===== src/rtl/perceptron_pkg.sv =====
// Shared types and constants for the perceptron sample loader and its sample buffer.
// Holds the loader state encoding, label-byte layout and sample width helpers.
package perceptron_pkg;

  localparam int DATA_W_DEF = 4;
  localparam int LABEL_BIT  = 0;
  localparam int BYTE_W     = 8;

  typedef enum logic [1:0] {
    ST_LOAD   = 2'd0,
    ST_FULL   = 2'd1,
    ST_REPLAY = 2'd2,
    ST_DONE   = 2'd3
  } state_t;

  function automatic int feat_w(input int in_dim, input int data_w);
    return in_dim * data_w;
  endfunction

  function automatic int sample_w(input int in_dim, input int data_w);
    return feat_w(in_dim, data_w) + 1;
  endfunction

  function automatic int idx_w(input int depth);
    return (depth > 1) ? $clog2(depth) : 1;
  endfunction

endpackage


===== src/rtl/sample_buffer.sv =====
// Sample store: one row per sample, byte-lane writes per feature and label.
// Write lands on the clock edge; the read port is purely combinational.
module sample_buffer
  import perceptron_pkg::*;
#(
  parameter int N_SAMPLES = 3,
  parameter int IN_DIM    = 2,
  parameter int DATA_W    = DATA_W_DEF
) (
  input  logic                              clk,
  input  logic [idx_w(N_SAMPLES)-1:0]       wr_idx,
  input  logic [IN_DIM:0]                   wr_en,
  input  logic [BYTE_W-1:0]                 wr_byte,
  input  logic [idx_w(N_SAMPLES)-1:0]       rd_idx,
  output logic [feat_w(IN_DIM, DATA_W)-1:0] rd_x,
  output logic                              rd_y
);

  localparam int XW = feat_w(IN_DIM, DATA_W);

  logic [XW-1:0] x_mem [N_SAMPLES];
  logic          y_mem [N_SAMPLES];

  // Upper feature bits and upper label bits are architecturally ignored.
  logic unused_bits;
  assign unused_bits = ^wr_byte;

  always_ff @(posedge clk) begin
    for (int l = 0; l < IN_DIM; l++) begin
      if (wr_en[l]) x_mem[wr_idx][l*DATA_W +: DATA_W] <= wr_byte[DATA_W-1:0];
    end
    if (wr_en[IN_DIM]) y_mem[wr_idx] <= wr_byte[LABEL_BIT];
  end

  assign rd_x = x_mem[rd_idx];
  assign rd_y = y_mem[rd_idx];

endmodule


===== src/rtl/perceptron_sample_loader.sv =====
// Loads training samples from a byte stream, then replays them for up to EPOCHS epochs.
// Sample outputs are registered: 1 sample/cycle while s_ready is held; s_ready low freezes the sample.
module perceptron_sample_loader
  import perceptron_pkg::*;
#(
  parameter int N_SAMPLES = 3,
  parameter int IN_DIM    = 2,
  parameter int DATA_W    = DATA_W_DEF,
  parameter int EPOCHS    = 8,
  parameter int EPOCH_W   = 8
) (
  input  logic                       clk,
  input  logic                       rst,
  input  logic                       clear,
  input  logic                       in_valid,
  input  logic [BYTE_W-1:0]          in_data,
  output logic                       in_ready,
  input  logic                       start,
  input  logic                       stop_req,
  output logic                       s_valid,
  input  logic                       s_ready,
  output logic [IN_DIM*DATA_W-1:0]   s_x,
  output logic                       s_y,
  output logic                       s_last,
  output logic [EPOCH_W-1:0]         s_epoch,
  output logic                       busy,
  output logic                       done
);

  localparam int XW     = feat_w(IN_DIM, DATA_W);
  localparam int IDX_W  = idx_w(N_SAMPLES);
  localparam int BCNT_W = $clog2(IN_DIM + 1);
  localparam logic [IDX_W-1:0]   LAST_IDX   = IDX_W'(N_SAMPLES - 1);
  localparam logic [EPOCH_W-1:0] LAST_EPOCH = EPOCH_W'(EPOCHS - 1);
  localparam logic [BCNT_W-1:0]  LABEL_POS  = BCNT_W'(IN_DIM);

  state_t state, state_nxt;

  logic [BCNT_W-1:0] byte_cnt;
  logic [IDX_W-1:0]  wr_idx;
  logic [IDX_W-1:0]  idx;
  logic [IDX_W-1:0]  rd_idx;
  logic              stop_flag;
  logic [IN_DIM:0]   wr_en;
  logic [XW-1:0]     rd_x;
  logic              rd_y;

  logic in_xfer, label_byte, load_last, launch, s_xfer, run_end;

  assign in_ready   = (state == ST_LOAD);
  assign busy       = (state == ST_REPLAY);
  assign done       = (state == ST_DONE);

  assign in_xfer    = in_valid && in_ready;
  assign label_byte = (byte_cnt == LABEL_POS);
  assign load_last  = in_xfer && label_byte && (wr_idx == LAST_IDX);
  assign launch     = (state == ST_FULL) && start;
  assign s_xfer     = s_valid && s_ready;
  // A stop_req coinciding with the last transfer of an epoch still ends the run there.
  assign run_end    = s_xfer && s_last &&
                      (stop_flag || stop_req || (s_epoch == LAST_EPOCH));

  always_comb begin
    wr_en = '0;
    for (int l = 0; l <= IN_DIM; l++) begin
      wr_en[l] = in_xfer && (byte_cnt == BCNT_W'(l));
    end
  end

  // The buffer is read at the index that becomes current after this edge.
  always_comb begin
    rd_idx = '0;
    if (!launch && (idx != LAST_IDX)) rd_idx = idx + 1'b1;
  end

  sample_buffer #(
    .N_SAMPLES (N_SAMPLES),
    .IN_DIM    (IN_DIM),
    .DATA_W    (DATA_W)
  ) u_buf (
    .clk     (clk),
    .wr_idx  (wr_idx),
    .wr_en   (wr_en),
    .wr_byte (in_data),
    .rd_idx  (rd_idx),
    .rd_x    (rd_x),
    .rd_y    (rd_y)
  );

  always_ff @(posedge clk) begin
    if (rst) state <= ST_LOAD;
    else     state <= state_nxt;
  end

  always_comb begin
    state_nxt = state;
    case (state)
      ST_LOAD:   if (load_last) state_nxt = ST_FULL;
      ST_FULL:   if (start)     state_nxt = ST_REPLAY;
      ST_REPLAY: if (run_end)   state_nxt = ST_DONE;
      ST_DONE:   state_nxt = ST_DONE;
      default:   state_nxt = ST_LOAD;
    endcase
    if (clear) state_nxt = ST_LOAD;
  end

  always_ff @(posedge clk) begin
    if (rst || clear) begin
      byte_cnt  <= '0;
      wr_idx    <= '0;
      idx       <= '0;
      stop_flag <= 1'b0;
      s_valid   <= 1'b0;
      s_x       <= '0;
      s_y       <= 1'b0;
      s_last    <= 1'b0;
      s_epoch   <= '0;
    end else begin
      if (in_xfer) begin
        if (label_byte) begin
          byte_cnt <= '0;
          wr_idx   <= (wr_idx == LAST_IDX) ? '0 : wr_idx + 1'b1;
        end else begin
          byte_cnt <= byte_cnt + 1'b1;
        end
      end

      if (busy && stop_req) stop_flag <= 1'b1;

      if (launch) begin
        idx       <= '0;
        stop_flag <= 1'b0;
        s_epoch   <= '0;
        s_valid   <= 1'b1;
        s_x       <= rd_x;
        s_y       <= rd_y;
        s_last    <= (rd_idx == LAST_IDX);
      end else if (s_xfer) begin
        if (run_end) begin
          s_valid <= 1'b0;
        end else begin
          idx    <= rd_idx;
          s_x    <= rd_x;
          s_y    <= rd_y;
          s_last <= (rd_idx == LAST_IDX);
          if (s_last) s_epoch <= s_epoch + 1'b1;
        end
      end
    end
  end

endmodule

===== config.mk =====
export PLATFORM = sky130hd
export DESIGN_NAME = perceptron_sample_loader
export DESIGN_NICKNAME = d
export VERILOG_FILES = /design/src/rtl/perceptron_pkg.sv /design/src/rtl/sample_buffer.sv /design/src/rtl/perceptron_sample_loader.sv
export SDC_FILE = /design/constraint.sdc
export NUM_CORES = 1
export LEC_CHECK = 0
export CAP_MARGIN = 20
export CORE_ASPECT_RATIO = 1.4
export CORE_UTILIZATION = 55
export DETAILED_ROUTE_END_ITERATION = 7
export DONT_BUFFER_PORTS = 1
export GPL_ROUTABILITY_DRIVEN = 0
export MAX_ROUTING_LAYER = met4
export PLACE_DENSITY = 0.7
export SETUP_SLACK_MARGIN = 0.1
export SYNTH_ARGS = -nofsm -noshare
export SYNTH_HDL_FRONTEND = slang
export SYNTH_SLANG_ARGS = --single-unit

===== constraint.sdc =====
create_clock -name clk -period 4.9 [get_ports clk]
set_input_delay 0.49 -clock clk [delete_from_list [all_inputs] [get_ports clk]]
set_output_delay 0.49 -clock clk [all_outputs]
set_load 0.01 [all_outputs]

==> out/metrics.json, run 1 <==
{
  "min_from": {"value": "in_data[3]"},
  "grt_first_pass_wirelength": {"value": 7540, "unit": "um"},
  "r2r.worst_path.cells": {"value": 3},
  "hold_viol": {"value": 0},
  "fin_hold_ws": {"value": 0.268, "unit": "ns"},
  "syn-cell-area": {"value": 0.00232, "unit": "mm^2"},
  "die_boundary_height": {"value": 78.9, "unit": "um"},
  "netlist_top_cells_count": {"value": "dfxtp_1 (28), edfxtp_1 (27), nand3_1 (20)"},
  "detail-route-antenna-nets": {"value": 0},
  "critPathSlowestCell": {"value": "or3_2"},
  "nNetsFinal": {"value": 223},
  "min_delay_path_depth": {"value": 0},
  "cts.sinks": {"value": 55},
  "drive_gt1_share": {"value": 12.1, "unit": "%"},
  "areaGrowthSynthToFinish": {"value": 5.44, "unit": "%"},
  "clk_root_buffer_cell": {"value": "clkbuf_8"},
  "grt_setup_unrepaired": {"value": "false"},
  "synth.lib_cells_used.distinct": {"value": 45},
  "placement.setup.worst_slack": {"value": 2.69, "unit": "ns"},
  "top_level_ports": {"value": 37},
  "min_to": {"value": "u_buf.x_mem[0][7]"},
  "synth-async-reset-ratio": {"value": 0, "unit": "%"},
  "route.detailed.vias_per_inst": {"value": 6.21},
  "vias": {"value": 1553},
  "timing.max_slew.rel_slack": {"value": 55.4, "unit": "%"},
  "drc": {"value": 4},
  "postCtsHoldBufs": {"value": 0},
  "placement.cell_area": {"value": 0.00234, "unit": "mm^2"},
  "cts_inserted_buffers": {"value": 5},
  "place.detailed.instances": {"value": 242},
  "synth_edf_count": {"value": 27},
  "maxSlewViolCount": {"value": 0},
  "cts_htree_levels": {"value": 2},
  "die_x": {"value": 56.9, "unit": "um"},
  "rr_endpoint": {"value": "u_buf.x_mem[0][2]"},
  "postSynthRegisterBits": {"value": 55},
  "postRouteWirelength": {"value": 4600, "unit": "um"},
  "postLayoutCoreUtil": {"value": 61.5, "unit": "%"},
  "drt_first_iter_violations": {"value": 64},
  "report.final.setup_viol": {"value": 0},
  "path_clk_slew": {"value": 0.10, "unit": "ns"},
  "layout_setup_ws": {"value": 2.78, "unit": "ns"},
  "clock-skew-final": {"value": 0.00701, "unit": "ns"},
  "setup.worst_path.class": {"value": "register to register"},
  "dp.final_hpwl": {"value": 3550, "unit": "um"},
  "maximum_number_of_pins_on_one_net_before_global_route_repair": {"value": 18},
  "critical_path_arrival": {"value": 2.08, "unit": "ns"},
  "synthMostInstantiatedCell": {"value": "dfxtp_1"},
  "wire_per_inst": {"value": 18.4, "unit": "um"},
  "finalCritPeriodShare": {"value": 43.3, "unit": "%"},
  "layout_min_cycle_time": {"value": 2.12, "unit": "ns"},
  "grt_use_total": {"value": 23.0, "unit": "%"},
  "fmax": {"value": 471, "unit": "MHz"},
  "synth_top_area_share": {"value": 34.9, "unit": "%"},
  "maxCapViolations": {"value": 0},
  "power_per_unit_of_standard_cell_area": {"value": 325, "unit": "mW/mm^2"},
  "worst-endpoint-required": {"value": 4.85, "unit": "ns"},
  "timing_worst_slew_pin_value": {"value": 0.666, "unit": "ns"},
  "total_leakage_power": {"value": 0.830, "unit": "nW"},
  "grt.overflow.total": {"value": 0},
  "layoutNonFillerInstCount": {"value": 250},
  "vdd_drop_max": {"value": 193, "unit": "uV"},
  "synth_top_cell_by_area": {"value": "edfxtp_1"},
  "rows": {"value": 27},
  "core": {"value": 0.00399, "unit": "mm^2"},
  "grt_pass1_vias": {"value": 1586},
  "setup.reg_to_reg.worst_slack": {"value": 2.78, "unit": "ns"},
  "syn-num-nets": {"value": 223},
  "total_power_after_layout": {"value": 0.797, "unit": "mW"},
  "drt-pass1-iter-count": {"value": 6},
  "critical-path-max-stage-delay": {"value": 0.47, "unit": "ns"},
  "failed_checks": {"value": "DRC"},
  "io_buffers": {"value": 0},
  "die_area": {"value": 0.00449, "unit": "mm^2"},
  "critical_path.cell_chain": {"value": "or3b_4 -> or3_2 -> nor3_1"},
  "holdCritPathClass": {"value": "input pin to register"},
  "initial_core_util": {"value": 58.3, "unit": "%"},
  "n_antenna_cell": {"value": 0},
  "cts_tree": {"value": "yes"},
  "yosysWarnings": {"value": 0},
  "post_synth_inst_count": {"value": 206},
  "reg2reg_from": {"value": "state[0]"},
  "post_cts.repair.setup_buffers": {"value": 0},
  "sequential_area_share_after_synthesis": {"value": 59.0, "unit": "%"},
  "synthFlopType": {"value": "dfxtp_1"},
  "post_cts_resized": {"value": 0},
  "outcome": {"value": "finished, violations left"},
  "endpoint_kind": {"value": "register"},
  "post_synth_main_area_contributors": {"value": "edfxtp_1 (35%), dfxtp_1 (24%), nand3_1 (4.3%)"},
  "fin_area": {"value": 0.00245, "unit": "mm^2"},
  "critical_path.max_fanout": {"value": 8},
  "insertion_delay": {"value": 0.31, "unit": "ns"},
  "antenna_found_initial": {"value": 0},
  "clk_path_buf_depth": {"value": 2},
  "syn_area_per_cell": {"value": 11.3, "unit": "um^2"},
  "cp-start-kind": {"value": "register"},
  "tns": {"value": 0, "unit": "ns"}
}
placed cells by master, fill, tap and decap left out, drive strengths merged:
master   count
and4bb       1
or3b         3
and3         4
clkbuf       5
or3          6
clkinv       1
or4b         1
and2b        1
and2         4
nor3         4
ha           2
o2111ai      1
o211ai       1
nand2       11
nand2b      10
o21a         4
edfxtp      27
nor2        18
a21boi       1
or2          2
xor2         3
a21oi       11
bufinv       1
inv          3
nand3b       1
a32o         9
mux2i        3
dfxtp       28
or2b         1
nand4        2
a211o        1
o31a         1
o21ai       15
and3b        1
nand3       20
report_power, final:
part           internal [mW]  switching, mW  total (mW)  leakage, nW
clock network          0.153          0.147       0.299       0.0562
registers              0.485        0.00108       0.486        0.471
logic                0.00326        0.00848      0.0117        0.303
total                  0.641          0.156       0.797        0.830
sequential cells by signal, indices dropped and copies added, names as in the netlist:
name	flops
byte_cnt	2
idx	2
s_epoch	8
s_last	1
s_valid	1
s_x	8
s_y	1
state	2
stop_flag	1
u_buf.x_mem	24
u_buf.y_mem	3
wr_idx	2
worst max path at each step:
stage | startpoint | to | slack, ns | depth (start not counted)
finish | state[0] | u_buf.x_mem[0][2] | 2.78 | 3
global route | state[0] | u_buf.x_mem[0][2] | 2.67 | 3
CTS | state[0] | u_buf.x_mem[0][2] | 2.76 | 3
detailed placement | in_valid | u_buf.x_mem[0][1] | 2.69 | 3
global placement | in_valid | u_buf.x_mem[0][0] | 2.73 | 3
floorplan | in_valid | u_buf.x_mem[0][0] | 2.87 | 3
final cells by class:
class	instances	area [um^2]
multi-input cells	142	906
inverters	2	7.51
clock inverters	3	42.5
clock buffers	5	68.8
well taps	43	53.8
flip-flops and latches	55	1370
fillers	326	1540
worst max-delay path, delay by kind of cell (launching register included):
family	cells	cell delay (ns)
and+or+nand+nor	3	1.38
DFF	1	0.38
metal layers:
layer,GRT usage [%],up-vias,part of all wire (%)
li1,-,759,-
met1,23.2,749,39
met2,42.1,40,55
met3,5.05,5,4.6
met4,9.51,0,1.7
met5,-,-,0
cell families (layout without fill, tap and decap cells):
| group | count (synthesis) | in the layout | synth area share, % |
|---|---|---|---|
| AO/OA/AOI/OAI | 44 | 44 | 13.4 |
| XOR/XNOR | 3 | 3 | 1.13 |
| adder cells (fa/ha/maj) | 2 | 2 | 1.08 |
| buffers and inverters | 9 | 10 | 1.99 |
| flip-flops | 55 | 55 | 59.0 |
| multiplexers | 3 | 3 | 1.29 |
| AND/OR/NAND/NOR | 90 | 90 | 22.1 |
(Power assumes the default switching activity.)
==> run 2, diff against run 1 <==
PLACE_DENSITY = 0.73   (was 0.7)
clock period = 1.7 ns   (was 4.9 ns; I/O delays follow)
==> run 2 against run 1 <==
The flow finishes with violations (DRC, setup timing); count of clock-buffer cells in the layout is the same; combinational power grew to 6.2 times the previous value; core utilization grew 8.6 points; clock power grew 150%; highest routed layer unchanged.
==> out/metrics.json, run 2 (synthesized netlist as in run 1, its figures left out) <==
{
  "outcome": {"value": "finished, violations left"},
  "failed_checks": {"value": "DRC, setup timing"},
  "drc": {"value": 2, "change": "-2"},
  "grt_setup_unrepaired": {"value": "true"},
  "postRouteWirelength": {"value": 4920, "unit": "um", "change": "+7.0%"},
  "n_fill_cell": {"value": 302, "change": "-7.4%"},
  "antenna_found_initial": {"value": 0, "change": "unchanged"},
  "maximum_number_of_pins_on_one_net_before_global_route_repair": {"value": 19, "change": "+1"},
  "total_power_after_layout": {"value": 2.21, "unit": "mW", "change": "+180%"},
  "drt_first_iter_violations": {"value": 59, "change": "-7.8%"},
  "clock-skew-final": {"value": 0.00716, "unit": "ns", "change": "+0.000157 ns"},
  "top_level_ports": {"value": 37, "change": "unchanged"},
  "cp-start-kind": {"value": "register"},
  "holdCritPathClass": {"value": "input pin to register"},
  "cts_inserted_buffers": {"value": 5, "change": "unchanged"},
  "min_from": {"value": "start"},
  "timing.max_slew.rel_slack": {"value": 71.0, "unit": "%", "change": "+16 points"},
  "clk_path_buf_depth": {"value": 2, "change": "unchanged"},
  "final_cell_mix": {"value": "edfxtp_1 (27), dfxtp_1 (24), nand3_1 (20), buf_4 (20), o21ai_0 (13)"},
  "die_area": {"value": 0.00449, "unit": "mm^2", "change": "unchanged"},
  "die_x": {"value": 56.9, "unit": "um", "change": "unchanged"},
  "insertion_delay": {"value": 0.32, "unit": "ns", "change": "about the same"},
  "power_per_unit_of_standard_cell_area": {"value": 793, "unit": "mW/mm^2", "change": "+140%"},
  "critical_path.max_fanout": {"value": 4, "change": "-4"},
  "timing_worst_slew_pin_value": {"value": 0.435, "unit": "ns", "change": "-0.231 ns"},
  "dp.final_hpwl": {"value": 3570, "unit": "um", "change": "+0.82%"},
  "critical_path_arrival": {"value": 1.95, "unit": "ns", "change": "-0.13 ns"},
  "startpoint": {"value": "s_epoch[0]"},
  "cts.sinks": {"value": 55, "change": "unchanged"},
  "cts_htree_levels": {"value": 2, "change": "unchanged"},
  "layout_min_cycle_time": {"value": 1.71, "unit": "ns", "change": "-0.409 ns"},
  "rows": {"value": 27, "change": "unchanged"},
  "layout_setup_ws": {"value": -0.0136, "unit": "ns", "change": "-2.79 ns"},
  "tns": {"value": -0.0221, "unit": "ns", "change": "-0.0221 ns"},
  "reg2reg_from": {"value": "s_epoch[0]"},
  "largest_reg_flops": {"value": 24, "change": "unchanged"},
  "grt_first_pass_wirelength": {"value": 8420, "unit": "um", "change": "+12%"},
  "io_buffers": {"value": 0, "change": "unchanged"},
  "areaGrowthSynthToFinish": {"value": 20.1, "unit": "%"},
  "finalCritPeriodShare": {"value": 101, "unit": "%", "change": "+57 points"},
  "drt-pass1-iter-count": {"value": 6, "change": "unchanged"},
  "vias": {"value": 1681, "change": "+8.2%"},
  "worst-endpoint-required": {"value": 1.94, "unit": "ns", "change": "-2.91 ns"},
  "endpoint_kind": {"value": "register"},
  "final_common_cell": {"value": "edfxtp_1"},
  "clk_root_buffer_cell": {"value": "clkbuf_8"},
  "initial_core_util": {"value": 58.3, "unit": "%", "change": "unchanged"},
  "top_register": {"value": "u_buf.x_mem"},
  "maxCapViolations": {"value": 0, "change": "unchanged"},
  "setup.worst_path.class": {"value": "register to register"},
  "maxSlewViolCount": {"value": 0, "change": "unchanged"},
  "total_leakage_power": {"value": 0.970, "unit": "nW", "change": "+17%"},
  "grt_use_total": {"value": 25.8, "unit": "%", "change": "+2.8 points"},
  "hold_viol": {"value": 0, "change": "unchanged"},
  "cts_tree": {"value": "yes"},
  "detail-route-antenna-nets": {"value": 0, "change": "unchanged"},
  "top_regs": {"value": "u_buf.x_mem x24, s_epoch x8, s_x x8"},
  "placement.setup.worst_slack": {"value": -0.0144, "unit": "ns", "change": "-2.70 ns"},
  "wire_per_inst": {"value": 17.8, "unit": "um", "change": "-3.4%"},
  "postLayoutCoreUtil": {"value": 70.0, "unit": "%", "change": "+8.6 points"},
  "route.detailed.vias_per_inst": {"value": 6.07, "change": "-2.3%"},
  "n_antenna_cell": {"value": 0, "change": "unchanged"},
  "grt_pass1_vias": {"value": 1797, "change": "+13%"},
  "core": {"value": 0.00399, "unit": "mm^2", "change": "unchanged"},
  "die_boundary_height": {"value": 78.9, "unit": "um", "change": "unchanged"},
  "nNetsFinal": {"value": 250, "change": "+12%"},
  "grt.overflow.total": {"value": 0, "change": "unchanged"},
  "report.final.setup_viol": {"value": 2, "change": "+2"},
  "vdd_drop_max": {"value": 565, "unit": "uV", "change": "+190%"},
  "fmax": {"value": 584, "unit": "MHz", "change": "+24%"},
  "drive_gt1_share": {"value": 29.1, "unit": "%", "change": "+17 points"},
  "path_clk_slew": {"value": 0.09, "unit": "ns", "change": "about the same"}
}
-- run 2: cell count changes in the layout (fill, tap and decap cells not counted), sizes merged --
cell and delta:
bufinv -1, buf +22, dlygate4sd3 +5, inv +1
-- run 2: layout make-up --
class                      instances  area [um^2]  area share [%]
tap                               43         53.8            1.93
inverter                           2         7.51           0.269
clock inverter                     3         22.5           0.807
timing repair buffer              27          223            7.98
sequential                        55         1380            49.5
multi-input combinational        142         1030            37.1
clock buffer                       5         68.8            2.47
-- run 2: worst max-delay path: stages, from the launching register on --
cell and delay, ns:
dfxtp_4 0.37, ha_4 0.13, or4b_4 0.50, o211ai_2 0.31, o21ai_0 0.16, a21oi_1 0.17
-- run 2: path summary, 6_finish.rpt --
check                                  end  slack [ns]  depth (start not counted)
worst min register to register      idx[1]        0.51                          2
worst min-delay path              state[1]        0.02                          2
worst max-delay path            s_epoch[3]       -0.01                          5
worst max register to register  s_epoch[3]       -0.01                          5
-- run 2: layer usage --
| metal | GRT usage, % | wire, um | up-vias |
|---|---|---|---|
| met5 | - | 0 | - |
| met4 | 9.51 | 95 | 0 |
| met3 | 5.86 | 148 | 8 |
| met2 | 46.6 | 2800 | 34 |
| met1 | 27.1 | 1880 | 823 |
| li1 | - | - | 816 |
-- run 2: metrics by stage --
| stage | hold slack [ns] | instances | instance area (um^2) |
|---|---|---|---|
| 2_1_floorplan | 0.269 | 206 | 2400 |
| 3_3_place_gp | 0.269 | 261 | 2560 |
| 3_5_place_dp | 0.269 | 261 | 2560 |
| 4_1_cts | 0.0119 | 276 | 2750 |
| 5_1_grt | 0.0140 | 277 | 2790 |
| 6_report | 0.0194 | 277 | 2790 |
-- run 2: timing repair --
action,CTS,global route
hold buffers,5,0
setup buffers,1,1
resized for setup,10,9
cloned,1,0
endpoints found under the hold margin,28,0
setup endpoints to repair,48,44
pin swaps,5,5
-- run 2: power by group --
part / switching, mW / internal, mW / total (mW)
combinational: 0.0433 / 0.0295 / 0.0729
clock: 0.444 / 0.299 / 0.743
sequential: 0.00450 / 1.39 / 1.40
